$ cat src/rtl/mul_seq_pkg.sv
// Shared definitions for the sequential shift-add multiplier: ALU function
// codes, counter/data widths and the FSM state encoding.
package mul_seq_pkg;

  localparam int unsigned DATA_W     = 32;
  localparam int unsigned ALU_FUNC_W = 6;
  localparam int unsigned CNT_W      = 6;

  // Function codes understood by the external shared ALU
  localparam logic [ALU_FUNC_W-1:0] ALU_SLL = 6'h04;
  localparam logic [ALU_FUNC_W-1:0] ALU_SRL = 6'h06;
  localparam logic [ALU_FUNC_W-1:0] ALU_SRA = 6'h07;
  localparam logic [ALU_FUNC_W-1:0] ALU_NOP = 6'h15;
  localparam logic [ALU_FUNC_W-1:0] ALU_ADD = 6'h20;
  localparam logic [ALU_FUNC_W-1:0] ALU_SUB = 6'h22;
  localparam logic [ALU_FUNC_W-1:0] ALU_AND = 6'h24;
  localparam logic [ALU_FUNC_W-1:0] ALU_OR  = 6'h25;
  localparam logic [ALU_FUNC_W-1:0] ALU_XOR = 6'h26;
  localparam logic [ALU_FUNC_W-1:0] ALU_SLT = 6'h2A;

  typedef enum logic [1:0] {
    ST_IDLE = 2'd0,
    ST_RUN  = 2'd1,
    ST_DONE = 2'd2
  } state_e;

endpackage

$ cat src/rtl/mul_seq.sv
// Sequential shift-add multiplier borrowing an external ALU for the adds.
// Define MUL_SEQ_EARLY_TERM_EN to finish as soon as the remaining multiplier bits are zero.
module mul_seq
  import mul_seq_pkg::*;
#(
  parameter int unsigned ITERS  = 32,
  parameter int unsigned FUNC_W = 6
) (
  input  logic              clk,
  input  logic              rst_n,
  input  logic              start,
  input  logic [31:0]       op_a,
  input  logic [31:0]       op_b,
  output logic              busy,
  output logic              done,
  output logic [31:0]       product,
  output logic [31:0]       alu_a,
  output logic [31:0]       alu_b,
  output logic [FUNC_W-1:0] alu_func,
  input  logic [31:0]       alu_result
);

  localparam logic [CNT_W-1:0] LAST_CNT = CNT_W'(ITERS - 1);

  state_e             state;
  logic [DATA_W-1:0]  mcand;
  logic [DATA_W-1:0]  mplier;
  logic [DATA_W-1:0]  acc;
  logic [CNT_W-1:0]   cnt;
  logic               last_c;

  // Final RUN cycle detection
`ifdef MUL_SEQ_EARLY_TERM_EN
  assign last_c = (cnt == LAST_CNT) || ((mplier >> 1) == '0);
`else
  assign last_c = (cnt == LAST_CNT);
`endif

  // ALU request must track the current acc/mplier, so it is decoded from state
  always_comb begin
    alu_func = FUNC_W'(ALU_NOP);
    alu_a    = '0;
    alu_b    = '0;
    if (state == ST_RUN) begin
      alu_func = FUNC_W'(ALU_ADD);
      alu_a    = acc;
      alu_b    = mplier[0] ? mcand : '0;
    end
  end

  always_ff @(posedge clk or negedge rst_n) begin
    if (!rst_n) begin
      state   <= ST_IDLE;
      busy    <= 1'b0;
      done    <= 1'b0;
      product <= '0;
      acc     <= '0;
      mcand   <= '0;
      mplier  <= '0;
      cnt     <= '0;
    end else begin
      case (state)
        ST_IDLE: begin
          if (start) begin
            mcand  <= op_a;
            mplier <= op_b;
            acc    <= '0;
            cnt    <= '0;
            busy   <= 1'b1;
            state  <= ST_RUN;
          end
        end
        ST_RUN: begin
          acc    <= alu_result;
          mcand  <= mcand << 1;
          mplier <= mplier >> 1;
          cnt    <= cnt + CNT_W'(1);
          if (last_c) begin
            product <= alu_result;
            busy    <= 1'b0;
            done    <= 1'b1;
            state   <= ST_DONE;
          end
        end
        ST_DONE: begin
          done  <= 1'b0;
          state <= ST_IDLE;
        end
        default: state <= ST_IDLE;
      endcase
    end
  end

endmodule

$ cat config.mk
export PLATFORM = sky130hd
export DESIGN_NAME = mul_seq
export DESIGN_NICKNAME = d
export VERILOG_FILES = /design/src/rtl/mul_seq_pkg.sv /design/src/rtl/mul_seq.sv
export SDC_FILE = /design/constraint.sdc
export NUM_CORES = 1
export LEC_CHECK = 0
export BUFFER_PORTS_ARGS = -buffer_cell sky130_fd_sc_hd__buf_4
export CAP_MARGIN = 5
export CORE_ASPECT_RATIO = 0.6
export CORE_MARGIN = 2
export CORE_UTILIZATION = 50
export DETAILED_ROUTE_END_ITERATION = 8
export PLACE_DENSITY = 0.82
export SKIP_CTS_REPAIR_TIMING = 1
export SLEW_MARGIN = 20
export SYNTH_ARGS = -nofsm -noshare
export SYNTH_HDL_FRONTEND = slang
export SYNTH_SLANG_ARGS = --single-unit
$ cat constraint.sdc
create_clock -name clk -period 2.58 [get_ports clk]
set_input_delay 0.129 -clock clk [delete_from_list [all_inputs] [get_ports clk]]
set_output_delay 0.129 -clock clk [all_outputs]
set_load 0.1 [all_outputs]
## Word level (Yosys, flattened, before mapping)

Cells that the tools add are included.

- Flip-flop bits (word level): 138
- Output and inout port bits: 104

- Add/subtract/negate cells: 1
- Equal/unequal tests: 5
- Reduce and logical (&&, ||, !) cells: 8
- Muxes and demuxes: 20

Operators with widths:

| cell | count |
|---|---|
| $mux 32 | 6 |
| $pmux 32 s2 | 3 |
| $mux 6 | 2 |
| $pmux 6 s2 | 1 |
| $reduce_and 2->1 | 4 |
| $add 6x1->6 const B | 1 |
| $eq 6x5->1 const B | 1 |
| $mux 2 | 2 |
| $ne 2x2->1 const B | 2 |
| $pmux 1 s2 | 2 |
| $pmux 2 s2 | 1 |
| $reduce_bool 2->1 | 2 |
| $mux 1 | 3 |
| $reduce_and 3->1 | 1 |
| $eq 2x1->1 const B | 1 |
| $eq 2x2->1 const B | 1 |
| $logic_not 2->1 | 1 |

## Logic depth before layout (Yosys ltp)

Gate-level depths: netlist of the first run.

- Word-level depth: 3
- Depth in mapped cells: 8
- Gate-level depth less buffers: 4

## Worst setup path before layout of the first run

Ideal clock, no wire load.

- Path kind: register to output
- Start point: register state[1]
- End point: output port alu_a[22]
- Data arrival time: 2.916 ns
- Setup slack: -0.465 ns
- Cell stages (with the launch flop): 6
- Cell sequence: dfrtp_1 -> nand2b_1 -> buf_2 -> inv_1 -> clkbuf_1 -> and2_1

- Cells in the longest elaborated chain, start to end: 2

Ends and longest elaborated chain:

| what | line | text |
|---|---|---|
| from (decl) | mul_seq.sv:25 | `state_e state;` |
| from (signal assigned) | mul_seq.sv:53 | `state <= ST_IDLE;` |
| from (signal assigned) | mul_seq.sv:70 | `state <= ST_RUN;` |
| from (signal assigned) | mul_seq.sv:82 | `state <= ST_DONE;` |
| $eq 2x1->1 | mul_seq.sv:44 | `if (state == ST_RUN) begin` |
| $mux 32 | mul_seq.sv:44 |  |
| to (decl) | mul_seq.sv:17 | `output logic [31:0] alu_a,` |

Every way passes these cells.

## Final worst setup path of the first run

- Start point: register state[0]
- End point: output port alu_b[30]

- Cells in the longest elaborated chain, start to end: 2

Ends and longest elaborated chain:

| what | line | text |
|---|---|---|
| $eq 2x1->1 | mul_seq.sv:44 |  |
| $mux 32 | mul_seq.sv:44 |  |
| to (decl) | mul_seq.sv:18 | `output logic [31:0] alu_b,` |

Every way passes these cells.

==> results.md, run 1 <==
* Outcome: finished with violations
* Failing checks: negative hold slack
* Worst Skew at about 0.011 ns
* Final wirelength at between 15 and 20 mm
* Critical R2R Launch: state[0]
* CTS tree: done
* 1st-iter DRT viols at approximately 310
* Fmax at approximately 0.42 GHz
* First-pass GRT wire length at ~25 mm
* Reg clk slew, reported paths at approximately 0.060 ns
* Die H at around 89 microns
* Unrepaired setup endpoints after global routing: no
* Share of cells above drive strength 1 at between 30% and 40%
* Skew-Pair Late Insertion Delay at just over 0.4 ns
* Period utilisation layout at ~92%
* Post-synthesis cell count at 551
* Synthesis-stage register bit count at roughly 140
* CP Class: reg2out
* Crit. End Element: output pin
* Yosys cell types at 31
* Global route hottest layer: met2
* Max Cap Viol at 0
* Worst r2r path cells at 4
* LEAKAGE at a little over 4 nW
* VDD IR max at roughly 0.00099 V
* Top Ports at a little over 200
* Post-layout instance area at about 0.0086 sq mm
* Area of placed instances at roughly 0.0076 sq mm
* Clock Tree Buf Depth at 2
* GPL Wtd Cong at approximately 0.84
* P_int at ~0.0057 W
* Sw Ratio at 50.28%
* GRT Util Overall at around a quarter
* Psw at approximately 0.0058 W
* Worst hold slack at -0.0009550 ns
* Row Count at 31
* Area Overhead vs Synth at 41.96%
* Min Clock Period, post-route at 2.376 ns
* Drt first pass iters at 5
* Final hold vios at 1
* Antenna Violating Nets Remaining at 0
* CTS Buf Count at 17
* P per Cell Area at between 1000 and 1500 mW/mm^2
* Clock power share at roughly a fifth
* WP data arrival at roughly 2.3 ns
* Comb pwr share at 49.7%
* Final setup violation count at 0
* CTS root buf: clkbuf_16
* Critical Path Source: state[0]
* Reg-to-Reg End: product[13]
* Grt ovf at 0
* R2R setup slack at between 0.5 and 0.6 ns
* Largest net degree at the start of global routing at 73
* GR Layer Usage met1 at 35.80%
* Die width at about 150 microns
* Sink Count at around 140
* Prevailing post-synth register cell: dfrtp_1
* Yosys top cell by area: dfrtp_1
* Crit-path max FO at 52
* Starting Density at 50.76%
* Hpwl dp at 10.79 mm
* HP Class: in2reg
* Met3 Use GR at around 5%
* Final max-slew violation count at 0
* Fin Setup TNS at 0 ns
* H-tree depth at 4
* YS warnings at 0
* # diodes at 0
* Die area at between 0.01 and 0.015 sq mm
* Core area at roughly 0.012 sq mm
* Sequential fraction of the synthesis area at 57.13%
* Yosys top cell area share at about 57%
* Ys async rst share at 100.0%
* Sequential share of power at between 20% and 30%
* Post-synthesis instance area at a little over 0.006 sq mm
* Synth top area cells: dfrtp_1 57%, a22oi_1 7.8%, o21ai_0 5.6%
* WL/cell at between 15 and 20 microns
* Via count at roughly 5200
* Met2 Track Usage GR at between 30% and 40%
* Worst setup endpoint: alu_b[30]
* Initial antenna violation count at 0
* CP required at around 2.5 ns
* Vias/cell at 5.487
* CP Launch Type: flop
* Vias in the first global route at about 4900
* Nets at around 860
* Syn Area/Cell at 10.97 sq um
* Max-slew headroom at between 40% and 50%
* DRC Markers at 0
* Least-Margin Pin Slew at 0.7903 ns
* Post-synth EDFFs at 0
* I/O Buffers at 200
-- placed cells by master, fill, tap and decap left out, drive strengths merged --
cell / n
nor2b: 8
conb: 2
and3: 32
clkbuf: 19
a22o: 34
dfrtp: 138
buf: 212
o21ai: 68
clkinv: 6
nor4: 1
or3: 1
a22oi: 63
dlygate4sd3: 34
nand3: 2
inv: 4
mux2i: 1
clkinvlp: 3
ha: 1
o22ai: 1
o21bai: 1
bufinv: 2
xor2: 1
a21o: 1
nor2: 2
a21oi: 6
nand2b: 3
nor3b: 1
and2: 33
o31ai: 1
nand2: 63
mux2: 32
-- metal layers --
layer | part of all wire, % | routed length (microns) | vias up
li1 | - | - | 2401
met1 | 44 | 7313 | 2528
met2 | 47 | 7777 | 213
met3 | 7.7 | 1269 | 21
met4 | 1.4 | 227 | 0
met5 | 0 | 0 | -
-- metrics by stage --
stage	hold WS (ns)	utilization (%)	power (W)	setup slack, ns	std cells
after floorplan	-0.1666	-	0.007752	0.01174	552
after global placement	0.1730	64.12	0.008928	0.4002	874
after detailed placement	0.1832	64.12	0.009066	0.3087	874
after CTS	-0.2489	68.97	0.01145	-0.1213	906
after global routing	0.004497	72.06	0.01195	0.07327	941
final	-0.0009550	72.06	0.01149	0.2043	941
-- critical path: stages (launching register included) --
cell and delay [ns]:
dfrtp_4 0.56, nand2b_2 0.21, inv_4 0.28, buf_12 0.25, and3_1 0.21, buf_4 0.30
-- state kept, by name, summed over array words and instances (netlist names) --
| name | cells |
|---|---|
| mcand | 32 |
| done | 1 |
| state | 2 |
| mplier | 32 |
| busy | 1 |
| cnt | 6 |
| product | 32 |
| acc | 32 |
-- logic make-up after synthesis --
family                     share of synthesized area, %
AOI/OAI and AO/OA                                 19.35
and+or+nand+nor                                   12.65
DFF                                               57.13
buffers and inverters                             4.326
muxes                                             6.127
adders and majority gates                        0.2070
other                                           0.06204
xor gates and xnor gates                         0.1449
-- power groups by stage --
stage	registers, W	clock network, W	logic (W)
floorplan	0.00478	0	0.00297
global placement	0.00337	0	0.00556
detailed placement	0.00341	0	0.00566
CTS	0.00339	0.00239	0.00567
global route	0.00350	0.00249	0.00595
finish	0.00341	0.00236	0.00571
-- worst min path at each step --
stage / start / depth (start not counted) / slack (ns) / end
after floorplan: rst_n / 0 / -0.17 / acc[0]
after global placement: rst_n / 1 / 0.17 / acc[8]
after detailed placement: rst_n / 1 / 0.18 / acc[8]
after CTS: rst_n / 1 / -0.25 / acc[8]
after global routing: op_b[31] / 3 / 0.004 / mplier[31]
final: op_b[31] / 3 / -0.001 / mplier[31]
-- cell type report --
type / instances / area (sq um)
fill: 846 / 3327
inverter: 2 / 10.01
multi-input combinational: 358 / 2355
clock inverter: 13 / 145.1
timing repair buffer: 246 / 1973
clock buffer: 19 / 432.9
tap: 165 / 206.4
sequential: 138 / 3458
-- Yosys cell counts, drive strengths merged, types with 2 or more instances --
master  count
a21oi       6
a22o       34
a22oi      63
and2       33
and3       32
buf        21
clkbuf     33
dfrtp     138
inv         2
mux2       32
nand2      63
nand2b      3
nand3       2
nor2        2
nor2b       8
o21ai      68
No activity file was read; power rests on OpenSTA's default activity.
==> inputs of run 2 (changes only) <==
Settings changed: CTS_CLUSTER_DIAMETER set to 80.
Clock period 2.58 ns to 2.55 ns, I/O delays scaled along.
==> run 2 against run 1 <==
Compared with the run above:
- the run now ends clean
- total power rose by 3.1%
- wire length rose by 1.8%
- clock-buffer cell count fell by 1
- via count barely moved
- sequential power rose by 1%
- hold slack improved by 0.010 ns
- cell count did not move
- clock power rose by 9.7%
- first-iteration DRC count rose by 8.1%
- critical path depth did not move
- cell area rose by 0.85%
- utilization rose by 0.61 points
- critical endpoint is now alu_b[28]
- largest power group unchanged
- highest routed layer unchanged
==> results.md, run 2 (same netlist as run 1, synthesis figures left out) <==
* CTS tree: done
* Starting Density at 50.76% (unchanged)
* 1st-iter DRT viols at 334 (+8.1%)
* Nets at 864 (+0.12%)
* Clock power share at 21.9% (+1.3 points)
* HP Class: in2reg
* Period utilisation layout at around 83%
* Sequential share of power at 29.1% (-0.6 points)
* Hpwl dp at 10.75 mm (-0.32%)
* Buffers and inverters on the worst path at 3 (unchanged)
* P_int at 0.005989 W (+4.9%)
* Sequential standard cell area at 0.003456 sq mm (about the same)
* Least-Margin Pin Slew at 0.8735 ns (+0.08321 ns)
* LEAKAGE at 4.155 nW (+0.72%)
* Placed insts at 875 (+0.11%)
* WP data arrival at 1.99 ns (-0.26 ns)
* Final setup violation count at 0 (unchanged)
* Final max-slew violation count at 0 (unchanged)
* Worst hold slack at 0.009538 ns (+0.01049 ns)
* Share of cells above drive strength 1 at 36.98% (+1.2 points)
* Min Clock Period, post-route at around 2.1 ns
* CP cell instances: nand2b_1, inv_2, buf_12, and3_1, buf_4
* WL/cell at 17.94 microns (+1.8%)
* Row Count at 31 (unchanged)
* Crit-path max FO at 50 (-3.8%)
* Core area at 0.01191 sq mm (unchanged)
* CTS root buf: clkbuf_16
* Non-Filler Instances at 941 (unchanged)
* Top delay family on crit path: buffers and inverters
* Area of the multi-input gates at 0.002365 sq mm (+0.43%)
* Max-slew headroom at 41.61% (-5.7 points)
* GPL Wtd Cong at 0.8258 (-1.2%)
* Worst Skew at 0.01234 ns (+0.001333 ns)
* Hold endpoint: mcand[30]
* Skew-Pair Late Insertion Delay at 0.41 ns (about the same)
* Comb pwr share at 49.0% (-0.7 points)
* CP Class: reg2out
* Antenna Violating Nets Remaining at 0 (unchanged)
* Outcome: complete, no violations
* Initial antenna violation count at 1 (+1)
* VDD IR max at 0.0009041 V (-9.0%)
* Reg clk slew, reported paths at 0.06 ns (about the same)
* # diodes at 0 (unchanged)
* Worst r2r path cells at 5 (+1)
* Fmax at between 0.4 and 0.5 GHz
* R2R setup slack at 0.58 ns (+0.05 ns)
* Die H at 89.17 microns (unchanged)
* Unrepaired setup endpoints after global routing: no
* Hold Crit Depth at 3 (unchanged)
* First-pass GRT wire length at 25.78 mm (+1.7%)
* Via count at 5167 (+0.077%)
* H-tree depth at 4 (unchanged)
* Min-delay src: op_a[30]
* Vias/cell at 5.491 (about the same)
* Grt ovf at 0 (unchanged)
* Most frequent cells in the layout: 207 x buf_4, 136 x dfrtp_1, 68 x o21ai_0, 63 x a22oi_1, 63 x nand2_1
* Critical path's slowest cell: dfrtp_2
* CP Launch Type: flop
* GRT Util Overall at 25.15% (+0.35 points)
* Die width at 145.9 microns (unchanged)
* Crit. End Element: output pin
* Sw Ratio at 49.44% (-0.84 points)
* Reg-to-Reg End: mcand[27]
* Critical Path Source: state[0]
* Crit-path max cell delay at 0.47 ns (-0.09 ns)
* Final wirelength at 16.89 mm (+1.8%)
* Largest net degree at the start of global routing at 97 (+33%)
* Area Overhead vs Synth at 43.16%
* Vias in the first global route at 4890 (+0.68%)
* Top Ports at 203 (unchanged)
* Critical R2R Launch: state[1]
* Sink Count at 138 (unchanged)
* Drt first pass iters at 5 (unchanged)
* Max Cap Viol at 0 (unchanged)
* I/O Buffers at 200 (unchanged)
* DRC Markers at 0 (unchanged)
* Fillcell total at 824 (-2.6%)
* Leading cell type in the layout, fill and taps excluded: buf_4
* P per Cell Area at 1369 mW/mm^2 (+2.2%)
* Final hold vios at 0 (-1)
* CP required at 2.42 ns (-0.03 ns)
* Die area at 0.01301 sq mm (unchanged)
* Psw at 0.005855 W (+1.4%)
* Clock Tree Buf Depth at 2 (unchanged)
* CTS Buf Count at 17 (unchanged)
-- run 2: cell types whose count changed in the layout (fill, tap and decap cells not counted), sizes merged --
| cell | change |
|---|---|
| clkinv | -3 |
| dlygate4sd3 | +1 |
| clkbuf | -1 |
| bufinv | +2 |
| clkinvlp | +1 |
-- run 2: how the worst max path moves through the flow --
stage                     cells past startpoint         to
after floorplan                               5  alu_a[22]
after CTS                                     5  alu_b[27]
after global routing                          5  alu_b[27]
final                                         5  alu_b[28]
after global placement                        4    acc[20]
after detailed placement                      5  mcand[27]
-- run 2: area by class of cell --
type / count / share of cell area, %
sequential: 138 / 39.94
multi-input combinational: 358 / 27.33
timing repair buffer: 247 / 23.06
clock buffer: 18 / 4.960
tap: 165 / 2.386
clock inverter: 13 / 2.241
inverter: 2 / 0.08676
-- run 2: worst register-to-register path, cell delays in order (launching register included) --
cell	delay, ns
dfrtp_2	0.35
buf_4	0.48
o21bai_4	0.51
buf_12	0.33
nand2_1	0.12
o21ai_0	0.09
-- run 2: power groups by stage --
stage | Combinational [W] | Sequential, W | Clock [W]
6_report | 0.00581 | 0.00345 | 0.00259
5_1_grt | 0.00607 | 0.00354 | 0.00274
4_1_cts | 0.00578 | 0.00343 | 0.00263
3_5_place_dp | 0.00577 | 0.00345 | 0
3_3_place_gp | 0.00568 | 0.00340 | 0
2_1_floorplan | 0.00302 | 0.00484 | 0
-- run 2: routing by layer --
metal  vias to the layer above  GRT usage [%]  share of wire [%]
met5                         -              0                  0
met4                         0          7.398               0.76
met3                        14          6.888                6.8
met2                       197          38.08                 48
met1                      2551          36.02                 44
li1                       2405              -                  -
-- run 2: through the flow --
stage | TNS [ns] | cell area, sq um | setup WS, ns | utilization (%) | total power [W]
after global placement | 0 | 7680 | 0.6713 | 64.50 | 0.009080
after floorplan | -0.002079 | 6062 | -0.002079 | - | 0.007854
final | 0 | 8653 | 0.4284 | 72.67 | 0.01184
after CTS | 0 | 8303 | 0.4263 | 69.73 | 0.01184
after global routing | 0 | 8653 | 0.3226 | 72.67 | 0.01235
after detailed placement | 0 | 7680 | 0.5810 | 64.50 | 0.009214
